===== config.mk =====
export PLATFORM = sky130hd
export DESIGN_NAME = ni_packetizer
export DESIGN_NICKNAME = d
export VERILOG_FILES = /design/src/rtl/ni_packetizer.sv
export SDC_FILE = /design/constraint.sdc
export NUM_CORES = 1
export LEC_CHECK = 0
export ABC_AREA = 0
export CAP_MARGIN = 20
export CORE_MARGIN = 1
export CORE_UTILIZATION = 47
export CTS_CLUSTER_SIZE = 20
export DETAILED_ROUTE_END_ITERATION = 12
export GPL_ROUTABILITY_DRIVEN = 0
export PLACE_DENSITY_LB_ADDON = 0.15
export RECOVER_POWER = 100
export SETUP_SLACK_MARGIN = 0.2
export SYNTH_ARGS = -nofsm -noshare
export SYNTH_HDL_FRONTEND = slang
export SYNTH_SLANG_ARGS = --single-unit

===== constraint.sdc =====
create_clock -name clk -period 5.7 [get_ports clk]
set_clock_uncertainty 0.05 [all_clocks]
set_input_delay 1.425 -clock clk [delete_from_list [all_inputs] [get_ports clk]]
set_output_delay 1.425 -clock clk [all_outputs]
set_load 0.005 [all_outputs]

===== src/rtl/ni_packetizer.sv =====
// ni_packetizer: network-interface transmitter feeding a router local input port.
// Turns a packet request (destination, word count) plus a data-word stream into
// the flit sequence HEADER, PAYLOAD..., TAIL. A zero-length packet becomes
// HEADER followed by an all-zero TAIL.
//
// Ports:
//   clk, rst                  clock, asynchronous active-low reset
//   cur_addr_rst              own node address, sampled while rst is low
//   pkt_valid/pkt_ready       packet request handshake (pkt_dst, pkt_len)
//   data_valid/data_ready     data word handshake (data_in)
//   flit_out/flit_valid       output flit register toward the router
//   router_full               router local buffer full (back-pressure)
//   busy                      packet in progress or flit still pending
//   pkt_cnt, flit_cnt         only with NI_STATS_EN: TAIL / flit transfer counts
//
// Build options:
//   NI_STATS_EN   adds the pkt_cnt/flit_cnt statistics outputs.
//   NODES, HEADER, PAYLOAD, TAIL get defaults below unless defined externally.

`ifndef NODES
`define NODES 8
`endif
`ifndef HEADER
`define HEADER 3'b001
`endif
`ifndef PAYLOAD
`define PAYLOAD 3'b010
`endif
`ifndef TAIL
`define TAIL 3'b011
`endif

module ni_packetizer #(
  parameter int unsigned FLIT_W = 32,
  parameter int unsigned ADDR_W = `NODES / 2,
  parameter int unsigned LEN_W  = 4
) (
  input  logic              clk,
  input  logic              rst,
  input  logic [ADDR_W-1:0] cur_addr_rst,
  input  logic              pkt_valid,
  output logic              pkt_ready,
  input  logic [ADDR_W-1:0] pkt_dst,
  input  logic [LEN_W-1:0]  pkt_len,
  input  logic              data_valid,
  output logic              data_ready,
  input  logic [FLIT_W-4:0] data_in,
  output logic [FLIT_W-1:0] flit_out,
  output logic              flit_valid,
  input  logic              router_full,
`ifdef NI_STATS_EN
  output logic [15:0]       pkt_cnt,
  output logic [15:0]       flit_cnt,
`endif
  output logic              busy
);

  localparam int unsigned DataW = FLIT_W - 3;

  typedef enum logic [1:0] {StIdle, StData, StZtail} state_e;

  state_e             state_q;
  logic [LEN_W-1:0]   remaining_q;
  logic [ADDR_W-1:0]  src_addr_q;
  logic [FLIT_W-1:0]  header;
  logic               xfer;
  logic               can_load;
  logic               last_word;

  // The output register may reload when empty or when it empties this edge.
  assign xfer      = flit_valid & ~router_full;
  assign can_load  = ~flit_valid | ~router_full;
  assign last_word = (remaining_q == LEN_W'(1));

  // Readies are forced low while reset is held.
  assign pkt_ready  = rst & (state_q == StIdle) & can_load;
  assign data_ready = rst & (state_q == StData) & can_load;
  assign busy       = (state_q != StIdle) | flit_valid;

  always_comb begin
    header                                = '0;
    header[FLIT_W-1 -: 3]                 = `HEADER;
    header[2*ADDR_W+LEN_W-1 -: LEN_W]     = pkt_len;
    header[2*ADDR_W-1 -: ADDR_W]          = src_addr_q;
    header[ADDR_W-1:0]                    = pkt_dst;
  end

  always_ff @(posedge clk or negedge rst) begin
    if (!rst) begin
      state_q     <= StIdle;
      flit_out    <= '0;
      flit_valid  <= 1'b0;
      remaining_q <= '0;
      // Own address is loaded for as long as reset is held.
      src_addr_q  <= cur_addr_rst;
    end else begin
      if (xfer) begin
        flit_valid <= 1'b0;
      end
      case (state_q)
        StIdle: begin
          if (pkt_valid && pkt_ready) begin
            flit_out    <= header;
            flit_valid  <= 1'b1;
            remaining_q <= pkt_len;
            state_q     <= (pkt_len == '0) ? StZtail : StData;
          end
        end
        StData: begin
          if (data_valid && data_ready) begin
            flit_out    <= {(last_word ? `TAIL : `PAYLOAD), data_in};
            flit_valid  <= 1'b1;
            remaining_q <= remaining_q - 1'b1;
            if (last_word) begin
              state_q <= StIdle;
            end
          end
        end
        StZtail: begin
          if (can_load) begin
            flit_out   <= {`TAIL, {DataW{1'b0}}};
            flit_valid <= 1'b1;
            state_q    <= StIdle;
          end
        end
        default: state_q <= StIdle;
      endcase
    end
  end

`ifdef NI_STATS_EN
  always_ff @(posedge clk or negedge rst) begin
    if (!rst) begin
      pkt_cnt  <= '0;
      flit_cnt <= '0;
    end else if (xfer) begin
      flit_cnt <= flit_cnt + 16'd1;
      if (flit_out[FLIT_W-1 -: 3] == `TAIL) begin
        pkt_cnt <= pkt_cnt + 16'd1;
      end
    end
  end
`endif

endmodule


Word-level counts from Yosys, hierarchy flattened --
Cells that the tools add are included.
Storage, ports and cells: register bits 39, input bits 46, output and inout bits 36
Operators by class: $add $sub $neg 1, eq/ne operators 7, mux-type cells 19, bitwise gates (word level) 9, reduce and logical (&&, ||, !) cells 10
Operators with widths (count):
- $mux 32 | 3
- $pmux 32 s3 | 1
- $mux 2 | 5
- $mux 4 | 2
- $pmux 4 s2 | 1
- $reduce_and 4->1 | 2
- $pmux 2 s3 | 1
- $and 1x1->1 | 5
- $mux 1 | 5
- $eq 4x1->1 const B | 1
- $logic_not 4->1 | 1
- $ne 2x1->1 const B | 2
- $ne 2x2->1 const B | 2
- $reduce_bool 2->1 | 2
- $sub 4x1->4 const B | 1
- $pmux 1 s3 | 1
- $reduce_and 3->1 | 1
- $reduce_bool 3->1 | 1
- $eq 2x1->1 const B | 1
- $eq 2x2->1 const B | 1
- $logic_and 1x1->1 | 2
- $logic_not 2->1 | 1
- $not 1->1 | 2
- $or 1x1->1 | 2

Depth between registers and ports, before layout --
Gate-level depths: netlist (run 1).
word-level depth 6, gate-level depth with buffers 8, mapped depth without buffers 6

Worst setup path before layout (run 1) --
OpenSTA, ideal clock, no wires.
path kind input-to-output, from input port rst, to output port data_ready, data arrival time 1897 ps, data required time 4225 ps, slack 2328 ps, cell stages on the path 3, path buffers 1, cell sequence a21boi_2 buf_2 and2_1
Between the ends: cells in the longest elaborated chain, start to end 2
RTL lines:
- start, declared | line 39 | input logic rst,
- $and 1x1->1 (2 in series) | line 77 | assign data_ready = rst & (state_q == StData) & can_load;
- end, declared | line 46 | output logic data_ready,
No other way between the ends.

Final worst setup path (run 1) --
from input port router_full, to output port pkt_ready
Between the ends: cells in the longest elaborated chain, start to end 3
RTL lines:
- start, declared | line 50 | input logic router_full,
- $not 1->1 | line 72 | assign can_load = ~flit_valid | ~router_full;
- $or 1x1->1 | line 72
- $and 1x1->1 | line 76 | assign pkt_ready = rst & (state_q == StIdle) & can_load;
- end, declared | line 42 | output logic pkt_ready,
No other way between the ends.

==> metrics.csv, run 1 <==
metric;value;unit
viasPerCell;4.99;
critPathArrivalTime;3.45;ns
maxSlewViolCount;40;
crit_start;router_full;
r2r_cells;4;
num-fill-cells;346;
finalPower;0.00135;W
fin_nets;336;
cts_buffers;5;
synth_top_area_cell;dfrtp_1;
grt_first_pass_wirelength;7120;um
dr_wl_met3;268;um
synth_area;2060;um2
drt-total-wl;4440;um
start_util;50.3;%
power_density;470;nW/um2
p_switching;0.000503;W
yosys_warnings;4;
yosys.cell_types.count;37;
status;complete, but fails checks;
cts.sinks;38;
ant_nets;0;
postCtsSetupBuffers;0;
tightest_slew;2.08;ns
io_pins;82;
yosysSeqAreaShare;46.2;%
multi_input_area;868;um2
dp_hpwl;3170;um
drtIter0Drc;130;
setup_tns;0;ns
ctsHtreeMaxLevel;2;
core_area;4090;um2
core.rowCount;23;
power_frac_seq;33.4;%
cp-start-kind;input port;
period_minus_slack;4.93;ns
synth_nets;264;
slew_headroom;-38.9;%
reg2reg_from;flit_valid$_DFF_PN0_;
drv_cap;1;
clock.fmax;0.203;GHz
setup_violations;0;
combPwrFrac;53.6;%
finalHoldViolCount;0;
r2r_setup_slack;2.97;ns
required;4.22;ns
port_buffers;76;
violations;capacitance limit, slew limit;
rr_endpoint;flit_out[10]$_DFFE_PN0P_;
antenna_cells;0;
grt_overflow;0;
cts_resized;0;
syn_area_per_cell;9.70;um2
grt_max_degree;40;
ys_ff_latch;38;
clock_tree.buffer_depth;2;
grt_pass1_vias;1606;
cts_tree;done;
netlist_instances;212;
routedWlPerCell;13.3;um
cts_root_buffer;clkbuf_8;
cp-end-kind;output port;
die_w;68.2;um
min_path_type;reg2reg;
grt_antenna_before_repair;0;
cp_slowest_cell;a21boi_0;
postCtsHoldBufs;0;
regArea;951;um2
ir_drop;0.389;mV
slowest_delay;0.87;ns
crit_path_frequent_cell;clkdlybuf4s50_1;
clk_pin_slew_worst_paths;0.07;ns
endpoint;pkt_ready;
met1Wirelength;1910;um
grt_use_total;20.9;%
rsz0062_at_grt;false;
clockPowerShare;13.0;%
syn_to_final_growth;39.1;%
drc;0;
drive_above_1_share;3.87;%
die_area;4650;um2
highest_layer;met4;
crit_fanout;12;
leakage;1.43;nW
die_h;68.2;um
crit_chain;clkdlybuf4s50_1 > a21boi_0 > and2_0 > clkdlybuf4s50_1;
insertion_delay;0.29;ns
drt-pass1-iter-count;4;
worstSetupPathType;in2out;
switching_share;37.4;%
route.vias.total;1665;
ys_top_cells_by_area;dfrtp_1 46%, mux2i_1 11%, inv_1 6.6%, nand2_1 6.2%, mux2_4 5.8%;
p_int;0.000843;W
finalCritPeriodShare;86.4;%
synth_top_area_share;46.2;%
met2_length;2200;um
-- state kept, by name, indices dropped and copies added (netlist names) --
register	cells
flit_out	31
remaining_q	4
flit_valid	1
state_q	2
-- synth_stat cells (all sizes together) --
cell and count:
dfrtp 38, inv 36, nand2 34, mux2i 23, mux2 10, o21ai 10, clkbuf 8, ha 6
nor2 6, buf 5, a31oi 4, and2 4, a21oi 3, a21o 2, a222oi 2, nand2b 2
nand3 2, nor2b 2, nor3b 2, nor4 2, a211o 1, a21boi 1, a311oi 1, a41oi 1
and2b 1, and4b 1, conb 1, nor3 1, o2bb2ai 1, o311a 1, o31ai 1
-- power by group through the flow --
stage          Sequential, W  Clock (W)  Combinational, W
2_1_floorplan       0.000460          0          0.000503
6_report            0.000449   0.000175          0.000722
4_1_cts             0.000457   0.000181          0.000822
5_1_grt             0.000467   0.000191          0.000810
3_5_place_dp        0.000462          0          0.000820
3_3_place_gp        0.000457          0          0.000805
-- metal layers --
| metal | vias to the layer above | GRT usage [%] |
|---|---|---|
| li1 | 830 | - |
| met4 | 0 | 8.85 |
| met5 | - | 0 |
| met1 | 773 | 26.2 |
| met2 | 54 | 34.8 |
| met3 | 8 | 4.33 |
-- cell families after synthesis --
| group | Yosys count | share of synthesized area [%] |
|---|---|---|
| other | 1 | 0.182 |
| DFF | 38 | 46.2 |
| muxes | 33 | 18.1 |
| buffers and inverters | 49 | 9.73 |
| adders and majority gates | 6 | 3.65 |
| and+or+nand+nor | 57 | 12.9 |
| AOI/OAI and AO/OA | 28 | 9.18 |
-- critical path: cells and delay by family --
kind                   cells  cell delay [ns]
and+or+nand+nor            1             0.23
buffers and inverters      2             0.92
AOI/OAI and AO/OA          1             0.87
-- cell usage in the layout (no fill, tap or decap), types with 3 or more instances in the layout --
cell type,n
a31oi_1,4
clkbuf_8,5
dlygate4sd3_1,33
mux2_1,8
clkdlybuf4s50_1,42
a21oi_1,3
o21ai_0,10
nand2_1,34
nor2_1,6
ha_1,6
dfrtp_1,38
mux2i_1,23
inv_1,36
-- final cells by class --
class / count / share of cell area (%)
Timing Repair Buffer: 78 / 26.8
Inverter: 36 / 4.72
Sequential cell: 38 / 33.2
Clock inverter: 2 / 0.350
Tap cell: 50 / 2.19
Clock buffer: 5 / 2.40
Multi-Input combinational cell: 125 / 30.3
-- worst min path at each step --
stage | from | endpoint | depth (start not counted) | slack [ns]
floorplan | flit_out[30]$_DFFE_PN0P_ | flit_out[30]$_DFFE_PN0P_ | 1 | 0.45
global placement | flit_out[30]$_DFFE_PN0P_ | flit_out[30]$_DFFE_PN0P_ | 1 | 0.44
detailed placement | flit_out[30]$_DFFE_PN0P_ | flit_out[30]$_DFFE_PN0P_ | 1 | 0.45
CTS | flit_out[30]$_DFFE_PN0P_ | flit_out[30]$_DFFE_PN0P_ | 1 | 0.46
global route | flit_out[8]$_DFFE_PN0P_ | flit_out[8]$_DFFE_PN0P_ | 1 | 0.45
finish | flit_out[1]$_DFFE_PN0P_ | flit_out[1]$_DFFE_PN0P_ | 1 | 0.44
-- through the flow --
stage               util (%)  std cells  hold WS, ns  instance area, um2  setup WS [ns]
floorplan                  -        212        0.454                2060           2.33
global placement        69.2        327        0.439                2830           1.29
detailed placement      69.2        327        0.445                2830           1.29
CTS                     71.1        334        0.461                2910           1.27
global route            70.0        334        0.454                2860          0.611
finish                  70.0        334        0.442                2860          0.774
No activity file was read; power rests on OpenSTA's default activity.
==> inputs of run 2 (changes only) <==
CAP_MARGIN = unset   (was 20)
==> results of run 2 <==
Final layout, timing and power as in run 1 (identical DEF).
==> inputs of run 3 (changes only) <==
CORE_UTILIZATION = 39   (was 47)
PLACE_DENSITY = 0.8   (was unset)
PLACE_DENSITY_LB_ADDON = unset   (was 0.15)
clock period = 4.27 ns   (was 5.7 ns; I/O delays follow)
==> run 3 against run 2 <==
  * The run now ends clean
  * Sequential power increased by 34%
  * Die area increased by 20%
  * Power grew 39%
  * First-iteration DRC count shrank 69%
  * Register-to-register slack lost 1.7 ns
  * Setup slack got worse by 0.40 ns
  * Wire length grew 0.74%
  * Non-clock buffer count unchanged
  * Sequential cell count unchanged
  * Sequential share of layout area fell by 0.67 points
  * Clock power is 70% higher
  * Cell count up 6.3%
==> metrics.csv, run 3 (same netlist as run 1, synthesis figures left out) <==
metric;value;unit;change
status;finished clean;;
min_path_type;reg2reg;;
layout_commonest_cell;clkdlybuf4s50_1;;
reg2reg_from;state_q[0]$_DFFE_PN0P_;;
core_area;5110;um2;+25%
grt.busiest_layer;met2;;
cts_tree;done;;
finalPower;0.00187;W;+39%
grt_use_total;17.4;%;-3.6 points
worstSetupPathType;in2out;;
crit_family;buffers and inverters;;
dp_hpwl;3220;um;+1.6%
clock_tree.buffer_depth;2;;unchanged
holdPathStages;1;;unchanged
cp-end-kind;output port;;
slew_headroom;1.22;%;+40 points
r2r_setup_slack;1.31;ns;-1.66 ns
grt_overflow;0;;unchanged
fin_nets;336;;unchanged
route.vias.total;1700;;+2.1%
antenna_cells;0;;unchanged
mostFrequentLayoutCells;40 x clkdlybuf4s50_1, 38 x dfrtp_1, 36 x inv_1;;
clock.fmax;0.257;GHz;
largest_registers;flit_out (31), remaining_q (4), state_q (2);;
setup_violations;0;;unchanged
crit_path_frequent_cell;dlygate4sd3_1;;
rsz0062_at_grt;false;;
postCtsHoldBufs;0;;unchanged
io_pins;82;;unchanged
slowest_delay;0.57;ns;-0.30 ns
grt_pass1_vias;1670;;+4.0%
hold_end;flit_out[0]$_DFFE_PN0P_;;
syn_to_final_growth;42.0;%;
worst-path-stages;4;;unchanged
drt-total-wl;4480;um;+0.74%
setup_tns;0;ns;unchanged
port_buffers;76;;unchanged
drv_cap;0;;-1
drive_above_1_share;3.86;%;-0.014 points
grt_antenna_before_repair;0;;unchanged
num-fill-cells;478;;+38%
cts_resized;0;;unchanged
cp_slowest_cell;dlygate4sd3_1;;
finalCritPeriodShare;91.3;%;
leakage;1.45;nW;+1.2%
period_minus_slack;3.90;ns;
die_w;74.6;um;+9.5%
clk_pin_slew_worst_paths;0.07;ns;about the same
ir_drop;0.253;mV;-35%
maxSlewViolCount;0;;-100%
drt-pass1-iter-count;4;;unchanged
crit_fanout;12;;unchanged
die_area;5570;um2;+20%
die_h;74.6;um;+9.5%
grt_util_met2;31.2;%;-3.6 points
cts_root_buffer;clkbuf_8;;
crit_chain;dlygate4sd3_1 > a21boi_2 > and2_1 > dlygate4sd3_1;;
r2r_cells;6;;+2
power_density;640;nW/um2;+36%
start_util;40.3;%;-10 points
cp-start-kind;input port;;
regArea;951;um2;unchanged
worstHoldStart;flit_out[0]$_DFFE_PN0P_;;
use_met1;20.1;%;-6.1 points
cts_buffers;5;;unchanged
viasPerCell;4.79;;-3.9%
path_buf_inv;2;;unchanged
largest-register;flit_out;;
finalHoldViolCount;0;;unchanged
use_met3;4.69;%;+0.35 points
core.rowCount;26;;+13%
tightest_slew;1.48;ns;-0.602 ns
cts.sinks;38;;unchanged
ctsHtreeMaxLevel;2;;unchanged
ant_nets;0;;unchanged
multi_input_area;871;um2;+0.29%
rr_endpoint;flit_out[30]$_DFFE_PN0P_;;
drc;0;;unchanged
grt_first_pass_wirelength;7330;um;+2.9%
insertion_delay;0.29;ns;about the same
largest_reg_flops;31;;unchanged
routedWlPerCell;12.6;um;-5.2%
critPathArrivalTime;2.78;ns;-0.67 ns
drtIter0Drc;40;;-69%
required;3.15;ns;-1.07 ns
grt_max_degree;40;;unchanged
postCtsSetupBuffers;0;;unchanged
-- run 3: power by group --
group          internal [W]  switching, W  leakage, nW
Sequential         0.000514     0.0000874        0.481
Clock              0.000175      0.000123       0.0524
Combinational      0.000509      0.000460        0.911
-- run 3: cell type report --
class	instances	area share (%)
repair buffers	78	26.3
well taps	70	3.00
multi-input cells	125	29.8
flip-flops and latches	38	32.6
clock buffers	7	2.61
inverters	36	4.63
clock inverters	1	1.03
-- run 3: metrics by stage --
step | setup WS, ns | utilization [%] | hold WS (ns) | instances | instance area (um2)
floorplan | 1.61 | - | 0.454 | 212 | 2060
global placement | 0.583 | 55.8 | 0.440 | 347 | 2850
detailed placement | 0.555 | 55.8 | 0.445 | 347 | 2850
CTS | 0.557 | 57.9 | 0.467 | 355 | 2960
global route | 0.290 | 57.2 | 0.459 | 355 | 2920
finish | 0.372 | 57.2 | 0.442 | 355 | 2920
-- run 3: layer usage --
metal / routed length, um / share of wire (%)
met1: 1880 / 42
met2: 2250 / 50
met3: 275 / 6.1
met4: 63 / 1.4
met5: 0 / 0
-- run 3: how the worst max path moves through the flow --
stage	start	end	slack, ns
floorplan	rst	data_ready	1.61
global placement	router_full	pkt_ready	0.58
detailed placement	router_full	pkt_ready	0.56
CTS	router_full	pkt_ready	0.56
global route	router_full	pkt_ready	0.29
finish	router_full	pkt_ready	0.37
==> edit 1 (config.mk and constraints of run 3) <==
The macro `NODES` goes from 8 to 16.
--- a/src/rtl/ni_packetizer.sv
+++ b/src/rtl/ni_packetizer.sv
@@ -18,7 +18,7 @@
 //   NODES, HEADER, PAYLOAD, TAIL get defaults below unless defined externally.
 
 `ifndef NODES
-`define NODES 8
+`define NODES 16
 `endif
 `ifndef HEADER
 `define HEADER 3'b001
Interface: changed (resized cur_addr_rst and pkt_dst); port bits go from 82 to 90. The function was not compared with the original's and may differ.
==> edit 1 against run 3 <==
The flow now finishes with violations (capacitance limit, slew limit); routed wire length is 7.6% higher; final area increased by 1.7%; worst setup slack worse by 9.2 ps; synthesized cell count increased by 1.4%; sequential power increased by 1%; register-to-register slack got worse by 60 ps; via count up 1.6%; power up 0.13%; sequential cell count is the same; fmax shrank 0.24%; synthesized area is 2.7% higher; critical path type unchanged; largest power group unchanged; highest routed layer unchanged.
==> edit 1: results <==
[logic_synthesis]
syn_nets = 275
synth-seq-area-share = 0.450
synth_top_cells_by_area = dfrtp_1, mux2i_1, mux2_4
ys_top_cells_by_count = dfrtp_1, inv_1, nand2_1
async_reset_ff_frac = 1.00
synth_cell_types = 35
ys_warn_count = 8

[detailed_routing]
met2WireLength_um = 2310
num_vias = 1727
totalWireLength_um = 4820
top_layer_used = met4
drt-initial-drc-count = 77
met3_length_um = 301
dr.pass1.iters = 4
drt-met1-wl_um = 2140

[place]
dp_hpwl_um = 3410
portBuffers = 80

[critical_path]
r2r_setup_slack_ps = 1250
worstPathArrival_ps = 2790
crit_slowest_cell = dlygate4sd3_1
critPathMaxFanout = 12
timing.rr.end = flit_out[30]$_DFFE_PN0P_
worstReg2RegStart = state_q[0]$_DFFE_PN0P_

[grt]
grt_pass1_wl_um = 7380
first_global_vias = 1648
antenna_found_initial = 0
grt_max_degree = 40
grt_usage = 0.174

[worst_hold_path]
min-delay-start = flit_out[18]$_DFFE_PN0P_
holdPathEnd = flit_out[18]$_DFFE_PN0P_

[clock_tree]
post_cts.resized_instances = 0
cts_root_buffer = clkbuf_8
worstSkewPairLatency_ps = 290
cts_buffers = 5
cts_setup_buffers = 0

[finish]
antennaDiodeCount = 0
fillers = 461
fin_nets = 352
drive_above_1_share = 0.0410
reg_top3 = flit_out: 31 flops, remaining_q: 4 flops, state_q: 2 flops

[job]
drv_cap = 1

[status]
violations = capacitance limit, slew limit
status = finished with violations

[sta]
slew_viol_final = 32
worstMarginPinSlew_ps = 1510

[power]
ir_drop_v = 0.000284
power.leakage_nw = 1.45
edit 1: cell types whose count changed in the layout (fill, tap and decap cells not counted), sizes merged:
cell	delta
dlygate4sd3	-1
clkdlybuf4s50	+5
mux2i	-4
clkinv	+1
mux2	+4
bufinv	-1
o21ai	+4
edit 1: how the worst max path moves through the flow:
stage                            from         end  depth (start not counted)
after detailed placement  router_full  data_ready                          4
after global placement    router_full  data_ready                          4
final                     router_full  data_ready                          4
after global routing      router_full  data_ready                          4
after floorplan                   rst  data_ready                          3
after CTS                 router_full  data_ready                          4
edit 1: cell families (layout without fill, tap and decap cells):
| family | count (synthesis) | after routing | synth area share |
|---|---|---|---|
| other | 1 | 1 | 0.00178 |
| DFF | 38 | 38 | 0.450 |
| muxes | 33 | 33 | 0.186 |
| buffers and inverters | 48 | 126 | 0.0989 |
| AOI/OAI and AO/OA | 32 | 32 | 0.0989 |
| adders and majority gates | 6 | 6 | 0.0355 |
| and+or+nand+nor | 57 | 57 | 0.129 |
edit 1: routing by layer:
metal	global-route usage	vias to the layer above
li1	-	856
met1	0.215	812
met2	0.289	52
met3	0.0542	7
met4	0.0556	0
met5	0	-
edit 1: metrics by stage:
step	hold slack, ps	setup slack [ps]	instance area (sq um)	utilization	cells
after floorplan	454	1600	2110	-	215
after global routing	464	296	2970	0.574	363
after CTS	465	484	3030	0.586	363
after global placement	440	541	2940	0.568	355
after detailed placement	443	502	2940	0.568	355
final	438	363	2970	0.574	363
edit 1: area by class of cell:
type / count / area (sq um) / area share
clock inverter: 1 / 5.00 / 0.00168
timing repair buffer: 82 / 810 / 0.273
clock buffer: 7 / 86.3 / 0.0291
sequential: 38 / 951 / 0.320
inverter: 36 / 135 / 0.0455
multi-input combinational: 129 / 896 / 0.302
tap: 70 / 87.6 / 0.0295
edit 1: report_power, final:
group	switching [mW]	total [mW]	internal, mW
clock network	0.126	0.256	0.130
logic	0.481	1.01	0.525
registers	0.0903	0.609	0.519
==> edit 2 (flow settings as in run 3) <==
Without the edit above. Encoding of `state_e`: now one-hot (3 bits for 3 states).
--- a/src/rtl/ni_packetizer.sv
+++ b/src/rtl/ni_packetizer.sv
@@ -57,7 +57,7 @@
 
   localparam int unsigned DataW = FLIT_W - 3;
 
-  typedef enum logic [1:0] {StIdle, StData, StZtail} state_e;
+  typedef enum logic [2:0] {StIdle = 3'b001, StData = 3'b010, StZtail = 3'b100} state_e;
 
   state_e             state_q;
   logic [LEN_W-1:0]   remaining_q;
Function: no difference found for any inputs over 10 cycles, from zero or initial values and one cycle with rst low; not proved beyond that.
==> edit 2 against run 3 <==
Clock power shrank 11%; synthesized area shrank 2.9%; sequential cell count grew 1; non-clock buffer count grew 2; routed wire length grew 6.9%; cell count shrank 5.6%; worst setup slack gained 180 ps; final area shrank 2.9%; power shrank 30%; critical endpoint unchanged; largest power group is now sequential cells.
==> edit 2: results <==
[place]
placed_cells = 327
dp_hpwl_um = 3360
dp_slack_ps = 650
place_area_sq_um = 2770

[grt]
grt_pass1_wl_um = 7760
first_global_vias = 1730
grt.met1_usage = 0.241
met3_usage = 0.0384
grt_usage = 0.186
grt_max_degree = 40
use_met2 = 0.313

[sta]
slew_headroom = 0.265
fin_crit_ps = 3710
hold_ws_ps = 431

[detailed_routing]
dr.pass1.iters = 5
totalWireLength_um = 4790
met3_length_um = 310
wl_per_cell_um = 14.3
drt-met1-wl_um = 2150
drt-initial-drc-count = 104
met2WireLength_um = 2300
vias_per_cell = 5.22

[clock_tree]
cts_buffer_depth = 2
clkTransAtPathRegs_ps = 70
cts_root_buffer = clkbuf_8
post_cts.resized_instances = 0
cts-htree-levels = 2
cts_setup_buffers = 0

[logic_synthesis]
async_reset_ff_frac = 1.00
yosysTopAreaCellShare = 0.476
synth.most_common_cell = dfrtp_1
ys_top_cells_by_count = dfrtp_1, inv_1, o21ai_0
synth_fa_ha_area_frac = 0.0125
synth_cell_types = 42
syn_nets = 245
synth_top_cells_by_area = dfrtp_1, nand4_1, o21ai_0
syn_avg_cell_area_sq_um = 10.1
yosys.area_share.xor_xnor = 0.00438
synth_compound_area_frac = 0.162
synth_mux_area_frac = 0.0639
synth-seq-area-share = 0.489

[finish]
seq_area_sq_um = 977
fin_nets = 315
reg_top3 = flit_out: 31 flops, remaining_q: 4 flops, state_q: 3 flops
fillers = 432
antennaDiodeCount = 0
drive_above_1_share = 0.0634

[power]
ir_drop_v = 0.000323
power.leakage_nw = 1.25

[worst_hold_path]
holdPathEnd = flit_out[3]$_DFFE_PN0P_
min-delay-start = flit_out[3]$_DFFE_PN0P_
hold-path-cell-count = 1

[critical_path]
timing.rr.end = flit_out[0]$_DFFE_PN0P_
worstPathArrival_ps = 2600
critPathMaxFanout = 11
r2r_setup_slack_ps = 790
worstReg2RegStart = state_q[1]$_DFFE_PN0P_

[status]
status = complete, no violations
[edit 2: changes by cell type in the layout (fill, tap and decap cells not counted), moves of 8 or more]
cell	run 3	this run
mux2i_1	23	0
a22o_1	0	8
o21ai_0	10	25
nand2_1	34	4
inv_1	36	25
nand4_1	0	24
[edit 2: power breakdown]
group / switching (mW) / total (mW) / internal, mW
registers: 0.0951 / 0.554 / 0.459
clock network: 0.117 / 0.265 / 0.147
logic: 0.227 / 0.493 / 0.265
[edit 2: cell type report]
class | instances | share of cell area
clock buffers | 8 | 0.0353
flip-flops and latches | 39 | 0.345
multi-input cells | 116 | 0.282
inverters | 25 | 0.0331
well taps | 67 | 0.0296
repair buffers | 80 | 0.275
[edit 2: worst max-delay path: stages]
cell,delay (ps)
clkdlybuf4s50_1,480
nand2_1,220
and3_1,260
dlygate4sd3_1,570
